### config.mk
export PLATFORM = sky130hd
export DESIGN_NAME = mem_arbiter
export DESIGN_NICKNAME = d
export VERILOG_FILES = /design/src/rtl/mem_arbiter.sv
export SDC_FILE = /design/constraint.sdc
export NUM_CORES = 1
export LEC_CHECK = 0
export BUFFER_PORTS_ARGS = -buffer_cell sky130_fd_sc_hd__buf_2
export CAP_MARGIN = 20
export CORE_AREA = 2 2 287 289
export DETAILED_ROUTE_END_ITERATION = 10
export DIE_AREA = 0 0 289 291
export SYNTH_ARGS = -nofsm -noshare
export SYNTH_HDL_FRONTEND = slang
export SYNTH_SLANG_ARGS = --single-unit
### constraint.sdc
create_clock -name CLK -period 1.93 [get_ports CLK]
set_input_delay 0.2895 -clock CLK [delete_from_list [all_inputs] [get_ports CLK]]
set_output_delay 0.2895 -clock CLK [all_outputs]
set_load 0.01 [all_outputs]
### src/rtl/mem_arbiter.sv
// Two-port round-robin arbiter sharing one memory between an instruction cache and a data cache.
// The memory request for a grant is latched on entry and held unchanged until the memory completes.
module mem_arbiter #(
  parameter int unsigned ADDR_W = 28,
  parameter int unsigned DATA_W = 128
) (
  input  logic              CLK,
  input  logic              RESET,
  input  logic              I_READ,
  input  logic [ADDR_W-1:0] I_ADDRESS,
  output logic [DATA_W-1:0] I_READDATA,
  output logic              I_BUSYWAIT,
  input  logic              D_READ,
  input  logic              D_WRITE,
  input  logic [ADDR_W-1:0] D_ADDRESS,
  input  logic [DATA_W-1:0] D_WRITEDATA,
  output logic [DATA_W-1:0] D_READDATA,
  output logic              D_BUSYWAIT,
  output logic              MEM_READ,
  output logic              MEM_WRITE,
  output logic [ADDR_W-1:0] MEM_ADDRESS,
  output logic [DATA_W-1:0] MEM_WRITEDATA,
  input  logic [DATA_W-1:0] MEM_READDATA,
  input  logic              MEM_BUSYWAIT
);

  typedef enum logic [2:0] {
    IDLE    = 3'd0,
    GRANT_I = 3'd1,
    GRANT_D = 3'd2,
    DONE_I  = 3'd3,
    DONE_D  = 3'd4
  } state_t;

  state_t            state, state_nxt;
  logic              last_d, last_d_nxt;   // 1: data port was granted most recently
  logic              req_i, req_d;
  logic              mem_read_nxt, mem_write_nxt;
  logic [ADDR_W-1:0] mem_addr_nxt;
  logic [DATA_W-1:0] mem_wdata_nxt;

  assign req_i = I_READ;
  assign req_d = D_READ | D_WRITE;

  assign I_BUSYWAIT = req_i & (state != DONE_I);
  assign D_BUSYWAIT = req_d & (state != DONE_D);

  // Next state, round-robin pointer and next memory request
  always_comb begin
    state_nxt     = state;
    last_d_nxt    = last_d;
    mem_read_nxt  = 1'b0;
    mem_write_nxt = 1'b0;
    mem_addr_nxt  = '0;
    mem_wdata_nxt = '0;

    unique case (state)
      IDLE: begin
        if (req_i && (!req_d || last_d)) begin
          state_nxt  = GRANT_I;
          last_d_nxt = 1'b0;
        end else if (req_d) begin
          state_nxt  = GRANT_D;
          last_d_nxt = 1'b1;
        end
      end
      GRANT_I: if (!MEM_BUSYWAIT) state_nxt = DONE_I;
      GRANT_D: if (!MEM_BUSYWAIT) state_nxt = DONE_D;
      DONE_I:  state_nxt = IDLE;
      DONE_D:  state_nxt = IDLE;
      default: state_nxt = IDLE;
    endcase

    // A grant keeps the request it latched on entry, even if the requester withdraws
    if (state_nxt == state && (state == GRANT_I || state == GRANT_D)) begin
      mem_read_nxt  = MEM_READ;
      mem_write_nxt = MEM_WRITE;
      mem_addr_nxt  = MEM_ADDRESS;
      mem_wdata_nxt = MEM_WRITEDATA;
    end else if (state_nxt == GRANT_I) begin
      mem_read_nxt  = 1'b1;
      mem_addr_nxt  = I_ADDRESS;
    end else if (state_nxt == GRANT_D) begin
      mem_write_nxt = D_WRITE;
      mem_read_nxt  = ~D_WRITE;
      mem_addr_nxt  = D_ADDRESS;
      mem_wdata_nxt = D_WRITEDATA;
    end
  end

  // State, pointer and memory request registers
  always_ff @(posedge CLK or negedge RESET) begin
    if (!RESET) begin
      state         <= IDLE;
      last_d        <= 1'b0;
      MEM_READ      <= 1'b0;
      MEM_WRITE     <= 1'b0;
      MEM_ADDRESS   <= '0;
      MEM_WRITEDATA <= '0;
    end else begin
      state         <= state_nxt;
      last_d        <= last_d_nxt;
      MEM_READ      <= mem_read_nxt;
      MEM_WRITE     <= mem_write_nxt;
      MEM_ADDRESS   <= mem_addr_nxt;
      MEM_WRITEDATA <= mem_wdata_nxt;
    end
  end

  // Read data capture on memory completion; a data-port write leaves D_READDATA alone
  always_ff @(posedge CLK or negedge RESET) begin
    if (!RESET) begin
      I_READDATA <= '0;
      D_READDATA <= '0;
    end else begin
      if (state == GRANT_I && !MEM_BUSYWAIT) I_READDATA <= MEM_READDATA;
      if (state == GRANT_D && !MEM_BUSYWAIT && !MEM_WRITE) D_READDATA <= MEM_READDATA;
    end
  end

endmodule
==> results of run 1 <==
## flip-flops by register name (all words and copies together) (netlist names)
| name | flops |
|---|---|
| D_READDATA | 128 |
| I_READDATA | 128 |
| MEM_WRITEDATA | 128 |
| MEM_ADDRESS | 28 |
| state | 3 |
| MEM_READ | 1 |
| MEM_WRITE | 1 |
| last_d | 1 |
## worst min-delay path by stage
stage | from | end | slack [ns] | depth (start not counted)
final | MEM_READDATA[49] | D_READDATA[49]$_DFFE_PN0P_ | 0.06 | 2
after global routing | MEM_READDATA[49] | D_READDATA[49]$_DFFE_PN0P_ | 0.01 | 2
after CTS | MEM_READDATA[49] | D_READDATA[49]$_DFFE_PN0P_ | 0.01 | 2
after detailed placement | RESET | D_READDATA[48]$_DFFE_PN0P_ | 0.22 | 1
after global placement | RESET | D_READDATA[48]$_DFFE_PN0P_ | 0.23 | 1
after floorplan | RESET | D_READDATA[0]$_DFFE_PN0P_ | -0.006 | 0
## Yosys cell counts (all sizes together) (2+ instances only)
cell type    n  area [um^2]
a21oi        2         13.8
a221o       28          280
a22o       129         1130
buf         53          357
clkbuf      21         78.8
dfrtp      418        10500
inv          3         11.3
mux2       256         2880
nand2       28          105
nand2b       3         18.8
nor2         2         15.0
nor3        31          155
o21ai        2         10.0
o2bb2ai      2         17.5
## layout make-up
class / count / area share (%)
Antenna cell: 3 / 0.0293
Clock buffer: 65 / 5.28
Clock inverter: 21 / 1.03
Inverter: 3 / 0.0440
Multi-Input combinational cell: 493 / 18.5
Sequential cell: 418 / 40.8
Tap cell: 1070 / 5.23
Timing Repair Buffer: 1093 / 29.1
## metal layers
| layer | up-vias | wire length (um) | track usage (%) |
|---|---|---|---|
| li1 | 5796 | - | - |
| met1 | 6275 | 20900 | 13.8 |
| met2 | 575 | 27900 | 22.5 |
| met3 | 117 | 4280 | 3.60 |
| met4 | 4 | 2180 | 5.05 |
| met5 | - | 23 | 0 |
## per-stage QoR
| stage | instance area (um^2) | worst slack, ns | total power (uW) | utilization (%) |
|---|---|---|---|---|
| after floorplan | 15600 | 0.263 | 22600 | - |
| after global placement | 21000 | -0.0425 | 29600 | 25.9 |
| after detailed placement | 21000 | -0.0580 | 29800 | 25.9 |
| after CTS | 25500 | 0.00672 | 39800 | 31.4 |
| after global routing | 25600 | -0.0637 | 41800 | 31.5 |
| final | 25600 | 0.0774 | 39500 | 31.5 |
## worst max-delay path: cells and delay by family (launching register included)
family                 cells  cell delay [ns]
muxes                      1             0.33
buffers and inverters      3             0.55
DFF                        1             0.37
and+or+nand+nor            2             0.46
## logic make-up (layout without fill, tap and decap cells)
| group | count (synthesis) | in the layout | synth area share [%] |
|---|---|---|---|
| other cells | 0 | 3 | 0 |
| simple gates | 67 | 67 | 2.00 |
| mux | 256 | 256 | 18.5 |
| compound gates | 170 | 170 | 9.67 |
| flops | 418 | 418 | 67.0 |
| buf+inv | 77 | 1182 | 2.86 |
## power breakdown
group / internal (uW) / leakage (uW) / switching [uW]
Combinational: 7580 / 0.00644 / 7630
Sequential: 12800 / 0.00521 / 2240
Clock: 5580 / 0.000803 / 3690
## cell usage in the layout (no fill, tap or decap), types with 2 or more instances in the layout
| master | instances |
|---|---|
| nand2_1 | 28 |
| inv_1 | 3 |
| clkinv_2 | 9 |
| bufinv_16 | 5 |
| nand2b_1 | 3 |
| buf_6 | 2 |
| buf_4 | 47 |
| mux2_2 | 192 |
| dlygate4sd3_1 | 286 |
| mux2_1 | 64 |
| a221o_1 | 28 |
| o2bb2ai_1 | 2 |
| buf_12 | 21 |
| clkbuf_16 | 48 |
| dfrtp_1 | 417 |
| nor3_1 | 30 |
| diode_2 | 3 |
| buf_2 | 732 |
| buf_16 | 2 |
| clkbuf_1 | 6 |
| clkbuf_8 | 13 |
| o21ai_0 | 2 |
| a22o_1 | 129 |
| inv_6 | 4 |
## repair_timing
| item | CTS | global route |
|---|---|---|
| endpoints found under the hold margin | 509 | 0 |
| hold buffers | 286 | 0 |
| gates resized for setup | 3 | 10 |
| buffers inserted | 0 | 1 |
| pin swaps | 0 | 1 |
| setup endpoints to repair | 121 | 154 |
| gates cloned | 0 | 2 |
==> summary.md, run 1 <==
| Metric | Value |
|---|---|
| Iteration-0 DRC Markers | `445` |
| Crit path DAT | `2.30 ns` |
| Synth async-reset ratio | `100%` |
| Mean routed wirelength per cell | `17.5 um` |
| CP Max Fanout | `9` |
| Final hold slack | `0.0588 ns` |
| Worst Setup Start Kind | `register` |
| Net Count, Synth | `1306` |
| Critical Path Slowest Stage Cell | `dfrtp_1` |
| Mean Syn Cell Area | `15.8 um^2` |
| Initial Util | `19.2%` |
| Die footprint | `84100 um^2` |
| Max cap viols | `0` |
| Post-synthesis register bit count | `418` |
| Largest net degree at the start of global routing | `74` |
| Power Density | `1540 nW/um^2` |
| Total Routed Length | `55300 um` |
| Inserted Clock Buffers | `46` |
| Mapped Area | `15600 um^2` |
| FP Rows | `105` |
| Worst slew margin | `68.2%` |
| Total negative slack | `0 ns` |
| Clk Latency, worst-skew pair | `0.57 ns` |
| DRC | `0` |
| Worst R2R Path Depth | `6` |
| ANT nets after route | `0` |
| Crit path cell chain | `nand2b_1 > nor4_4 > buf_4 > buf_12 > clkbuf_16 > mux2_2` |
| Core outline area | `81200 um^2` |
| Max Clock Freq | `0.540 GHz` |
| Max-slew violations | `0` |
| Syn Inst Count | `988` |
| RSZ-0062 raised after global routing | `true` |
| Vias in the first global route | `13606` |
| EDFF count, synth | `0` |
| Clock Skews | `0.0147 ns` |
| Die Y | `291 um` |
| Final setup vio count | `0` |
| Clock Path Buffers | `3` |
| Area Overhead vs Synth | `64.1%` |
| LEAKAGE | `0.0125 uW` |
| TritonCTS clock tree | `done` |
| H-tree levels | `2` |
| Post-route minimum period | `1.85 ns` |
| Gp weighted congestion | `0.842` |
| Worst path required time | `2.38 ns` |
| Placed wire-length estimate | `40300 um` |
| Post-synth top flop | `dfrtp_1` |
| IO Count | `734` |
| Sequential area share after synthesis | `67.0%` |
| Grt ovf | `0` |
| Die width | `289 um` |
| Initial DRT Pass Iterations | `5` |
| Status | `completed` |
| Vias | `12767` |
| I/O Buffers | `733` |
| WS Path Type | `register to register` |
| Post-Place Cells | `2788` |
| Total track usage | `12.5%` |
| FF-to-FF setup slack | `0.08 ns` |
| Fin. Hold Viols | `0` |
| Storage element area | `10500 um^2` |
| Post-layout net count | `2373` |
| Crit share post-route | `96.0%` |
| Hold/Removal Path Class | `input pin to register` |
| Worst VDD drop | `0.686 mV` |
| Synth unique cells | `30` |
| End point of the critical path | `D_READDATA[2]$_DFFE_PN0P_` |
| CTS sink count | `418` |
| FF-to-FF End | `D_READDATA[2]$_DFFE_PN0P_` |
| Synthesis warning total | `0` |
| Multi-input gate area | `4740 um^2` |
| CP max stage delay | `0.37 ns` |
| Reg2Reg Launch Point | `state[0]$_DFF_PN0_` |
| Worst setup EP type | `register` |
| Initial antenna violation count | `5` |
| Worst-path clk slew | `0.06 ns` |
| Fin cells | `3166` |
| Via density | `4.03` |
| Root Driver | `clkbuf_16` |
| Worst setup path startpoint | `state[0]$_DFF_PN0_` |
| Worst Tran Pin Value | `0.476 ns` |
| Fillers | `8067` |
| Share of layout cells above drive strength 1 | `51.9%` |
| Global-route wire length before repair | `81300 um` |
Power figures use the tool's default switching activity.
==> run 2: changes to the inputs <==
--- a/config.mk
+++ b/config.mk
@@ -8,6 +8,7 @@
 export BUFFER_PORTS_ARGS = -buffer_cell sky130_fd_sc_hd__buf_2
 export CAP_MARGIN = 20
 export CORE_AREA = 2 2 287 289
+export CTS_BUF_LIST = sky130_fd_sc_hd__clkbuf_4 sky130_fd_sc_hd__clkbuf_8 sky130_fd_sc_hd__clkbuf_16
 export DETAILED_ROUTE_END_ITERATION = 10
 export DIE_AREA = 0 0 289 291
 export SYNTH_ARGS = -nofsm -noshare
==> summary.md, run 2 (synthesis gave the netlist of run 1 again) <==
| Metric | Value |
|---|---|
| TritonCTS clock tree | `done` |
| Crit path DAT | `2.30 ns` |
| Worst Setup Start Kind | `register` |
| Gp weighted congestion | `0.842` |
| Power Density | `1540 nW/um^2` |
| Comb power frac | `38.4%` |
| WS Path Type | `register to register` |
| Worst Tran Pin Value | `0.474 ns` |
| H-tree levels | `2` |
| Vias in the first global route | `13598` |
| Critical Path Slowest Stage Cell | `dfrtp_1` |
| Die footprint | `84100 um^2` |
| Post-route minimum period | `1.85 ns` |
| FP Rows | `105` |
| Status | `completed` |
| Core outline area | `81200 um^2` |
| Worst path required time | `2.38 ns` |
| Post-layout net count | `2373` |
| Met1 Track Usage GR | `13.8%` |
| Share of layout cells above drive strength 1 | `52.2%` |
| Fin. Hold Viols | `0` |
| Root Driver | `clkbuf_16` |
| DRC | `0` |
| LEAKAGE | `0.0125 uW` |
| Vias | `12758` |
| Area Overhead vs Synth | `64.2%` |
| Largest net degree at the start of global routing | `74` |
| Grt ovf | `0` |
| Clock Skews | `0.0146 ns` |
| Worst VDD drop | `0.701 mV` |
| Die width | `289 um` |
| Mean routed wirelength per cell | `17.5 um` |
| Most common cell after layout, fill and taps aside | `buf_2` |
| Sw frac | `34.3%` |
| Total track usage | `12.5%` |
| Net Sw Power | `13600 uW` |
| Initial Util | `19.2%` |
| Iteration-0 DRC Markers | `439` |
| Clock Path Buffers | `3` |
| Grt met2 use | `22.5%` |
| Worst slew margin | `68.3%` |
| Top Registers | `D_READDATA x128, I_READDATA x128, MEM_WRITEDATA x128` |
| Commonest cells after routing, fill and taps aside | `buf_2 (732), dfrtp_1 (417), dlygate4sd3_1 (286)` |
| Sequential share of power | `37.9%` |
| Pre-CTS WS | `-0.0580 ns` |
| I/O Buffers | `733` |
| CTS sink count | `418` |
| IO Count | `734` |
| Fillers | `8072` |
| CP max stage delay | `0.37 ns` |
| Total Routed Length | `55400 um` |
| Delay-heaviest family, CP | `buffers and inverters` |
| Initial antenna violation count | `5` |
| Global-route wire length before repair | `81500 um` |
| Final WS setup | `0.0782 ns` |
| Final setup vio count | `0` |
| ANT nets after route | `0` |
| Met3 Use GR | `3.56%` |
| Max cap viols | `0` |
| Most crowded layer after global routing | `met2` |
| CP Buf/Inv Count | `3` |
| Crit share post-route | `95.9%` |
| CP Max Fanout | `9` |
| Initial DRT Pass Iterations | `5` |
| Max-slew violations | `0` |
| Worst-path clk slew | `0.06 ns` |
| Final core occ | `31.6%` |
| Inserted Clock Buffers | `46` |
| Clk pwr share | `23.6%` |
| Clk Latency, worst-skew pair | `0.57 ns` |
| Placed wire-length estimate | `40300 um` |
| RSZ-0062 raised after global routing | `true` |
| Crit path cell chain | `nand2b_1 > nor4_4 > buf_4 > buf_12 > clkbuf_16 > mux2_2` |
| Internal | `26000 uW` |
| Max Clock Freq | `0.540 GHz` |
| Via density | `4.03` |
| Die Y | `291 um` |
| Worst setup EP type | `register` |
| Hold/Removal Path Class | `input pin to register` |
run 2: cell counts in the layout (fill, tap and decap cells not counted):
No cell type changed its count.
run 2: timing repair:
item / in CTS / in global routing
gates resized for setup: 3 / 10
endpoints found under the hold margin: 509 / 0
hold buffers: 286 / 0
setup endpoints to repair: 121 / 154
cloned: 0 / 2
pin swaps: 0 / 1
setup buffers: 0 / 1
run 2: worst paths after layout:
path | start | slack (ns) | endpoint | cells after the start
worst min-delay path | MEM_READDATA[49] | 0.06 | D_READDATA[49]$_DFFE_PN0P_ | 2
max in group asynchronous | RESET | 0.97 | MEM_WRITEDATA[121]$_DFFE_PN0N_ | 3
worst min register to register | D_READDATA[26]$_DFFE_PN0P_ | 0.48 | D_READDATA[26]$_DFFE_PN0P_ | 1
min in group asynchronous | RESET | 0.23 | D_READDATA[48]$_DFFE_PN0P_ | 2
worst max-delay path | state[0]$_DFF_PN0_ | 0.08 | D_READDATA[77]$_DFFE_PN0P_ | 6
worst max register to register | state[0]$_DFF_PN0_ | 0.08 | D_READDATA[77]$_DFFE_PN0P_ | 6
run 2: power groups by stage:
stage / sequential, uW / clock [uW] / combinational (uW)
global placement: 15100 / 0 / 14600
CTS: 15000 / 9660 / 15300
detailed placement: 15100 / 0 / 14800
global route: 15500 / 10000 / 16400
finish: 15000 / 9350 / 15200
floorplan: 16700 / 0 / 5820
run 2: cell type report:
class / count / area [um^2] / area share (%)
Tap cell: 1070 / 1340 / 5.22
Inverter: 3 / 11.3 / 0.0439
Clock buffer: 65 / 1380 / 5.36
Clock inverter: 21 / 263 / 1.02
Sequential cell: 418 / 10500 / 40.8
Multi-Input combinational cell: 493 / 4740 / 18.5
Antenna cell: 3 / 7.51 / 0.0293
Timing Repair Buffer: 1093 / 7440 / 29.0
run 2: worst reg2reg max path, cell delays in order, from the launching register on:
cell and delay (ns):
dfrtp_1 0.37, nand2b_1 0.20, nor4_4 0.26, buf_4 0.18
buf_12 0.18, clkbuf_16 0.21, mux2_2 0.33
run 2: layer usage:
layer / routed length (um) / share of wire [%] / vias to the layer above
li1: - / - / 5794
met1: 21100 / 38 / 6279
met2: 27900 / 50 / 563
met3: 4200 / 7.6 / 118
met4: 2180 / 3.9 / 4
met5: 23 / 0.042 / -
run 2: per-stage QoR:
step	std cells	TNS, ns	area, um^2	hold slack (ns)	total power [uW]
6_report	3166	0	25600	0.0602	39600
5_1_grt	3166	-1.46	25600	0.0136	41900
4_1_cts	3160	0	25500	0.0100	39900
3_5_place_dp	2788	-3.23	21000	0.224	29800
3_3_place_gp	2788	-1.88	21000	0.231	29600
2_1_floorplan	988	0	15600	-0.00609	22600
==> run 3: changes to the inputs <==
==> constraint.sdc (replaced) <==
create_clock -name CLK -period 1.93 [get_ports CLK]
set_input_delay 0.193 -clock CLK [delete_from_list [all_inputs] [get_ports CLK]]
set_output_delay 0.193 -clock CLK [all_outputs]
set_load 0.1 [all_outputs]
==> summary.md, run 3 (synthesis gave the netlist of run 1 again) <==
| Metric | Value |
|---|---|
| Status | `completed` |
| Post-route minimum period | `1.83 ns` |
| Worst setup EP type | `output port` |
| RSZ-0062 raised after global routing | `true` |
| Hold/Removal Path Class | `input pin to register` |
| Mean routed wirelength per cell | `17.8 um` |
| Final std cell area, no fill | `26000 um^2` |
| Worst slew margin | `59.2%` |
| Clock Skews | `0.0159 ns` |
| Initial DRT Pass Iterations | `4` |
| Die width | `289 um` |
| Core outline area | `81200 um^2` |
| Area Overhead vs Synth | `66.7%` |
| Initial Util | `19.2%` |
| Worst path required time | `1.74 ns` |
| Multi-input gate area | `4740 um^2` |
| Via density | `4.06` |
| Vias | `12950` |
| Total track usage | `12.9%` |
| Inserted Clock Buffers | `46` |
| Worst-path clk slew | `0.06 ns` |
| Crit share post-route | `94.7%` |
| TritonCTS clock tree | `done` |
| FF-to-FF setup slack | `0.10 ns` |
| Iteration-0 DRC Markers | `423` |
| Met3 Use GR | `3.71%` |
| Crit path DAT | `1.64 ns` |
| Placed wire-length estimate | `41400 um` |
| Max-slew violations | `0` |
| Die Y | `291 um` |
| I/O Buffers | `733` |
| Post-layout net count | `2398` |
| Share of layout cells above drive strength 1 | `52.1%` |
| Clk Latency, worst-skew pair | `0.57 ns` |
| Met1 Track Usage GR | `14.2%` |
| Gp weighted congestion | `0.845` |
| Grt met2 use | `23.1%` |
| Total Routed Length | `56900 um` |
| IO Count | `734` |
| Worst Tran Pin Value | `0.616 ns` |
| Most common cell after layout, fill and taps aside | `buf_2` |
| Clock Path Buffers | `3` |
| Grt ovf | `0` |
| WS Path Type | `register to output port` |
| DRC | `0` |
| FP Rows | `105` |
| Final setup vio count | `0` |
| Vias in the first global route | `13825` |
| ANT nets after route | `0` |
| CP Max Fanout | `5` |
| Commonest cells after routing, fill and taps aside | `buf_2 (730), dfrtp_1 (416), dlygate4sd3_1 (301)` |
| Top Registers | `D_READDATA x128, I_READDATA x128, MEM_WRITEDATA x128` |
| Global-route wire length before repair | `83800 um` |
| H-tree levels | `2` |
| Largest net degree at the start of global routing | `66` |
| Final core occ | `32.0%` |
| Max Clock Freq | `0.547 GHz` |
| Max cap viols | `0` |
| Die footprint | `84100 um^2` |
| Fillers | `8037` |
| Placed Instance Area | `21200 um^2` |
| Worst Setup Start Kind | `register` |
| CTS sink count | `418` |
| Fin. Hold Viols | `0` |
| Most crowded layer after global routing | `met2` |
| Initial antenna violation count | `2` |
| Storage element area | `10500 um^2` |
| Root Driver | `clkbuf_16` |
[run 3: metal layers]
metal  up-vias  part of all wire (%)
li1       5860                     -
met1      6348                    37
met2       628                    50
met3       114                   8.6
met4         0                   4.0
met5         -                     0
[run 3: final timing paths]
path / from / endpoint / depth (start not counted)
worst min-delay path: I_ADDRESS[19] / MEM_ADDRESS[19]$_DFFE_PN0N_ / 4
worst max register to register: state[1]$_DFF_PN0_ / I_READDATA[63]$_DFFE_PN0P_ / 5
worst min register to register: MEM_READ$_DFFE_PN0N_ / MEM_READ$_DFFE_PN0N_ / 1
max in group asynchronous: RESET / I_READDATA[22]$_DFFE_PN0P_ / 4
min in group asynchronous: RESET / D_READDATA[74]$_DFFE_PN0P_ / 2
worst max-delay path: state[2]$_DFF_PN0_ / I_BUSYWAIT / 3
[run 3: layout make-up]
class,count,share of cell area [%]
Inverter,3,0.0433
Clock buffer,61,5.09
Tap cell,1070,5.15
Antenna cell,2,0.0192
Timing Repair Buffer,1118,29.7
Multi-Input combinational cell,493,18.2
Sequential cell,418,40.2
Clock inverter,24,1.55
[run 3: metrics by stage]
stage	cells	hold slack, ns	TNS (ns)	setup WS [ns]
6_report	3189	0.0501	0	0.102
3_5_place_dp	2799	0.110	0	0.0363
2_1_floorplan	988	-0.103	0	0.126
4_1_cts	3185	0.00704	0	0.0192
5_1_grt	3188	0.0666	-0.0302	-0.00923
3_3_place_gp	2799	0.114	0	0.0431
[run 3: critical path: stages, from the launching register on]
cell,delay [ns]
dfrtp_2,0.43
buf_4,0.16
o31a_1,0.28
buf_6,0.19
[run 3: what timing repair did]
item / 4_1_cts / 5_1_grt
gates cloned: 0 / 1
endpoints found under the setup margin: 15 / 46
gates resized for setup: 4 / 4
hold buffers: 301 / 0
buffers inserted: 0 / 1
endpoints found under the hold margin: 652 / 0
Power of run 3 is left out: the tool's default activity adds up to more than one toggle a clock period on the data nets, which glitch-free logic cannot reach.
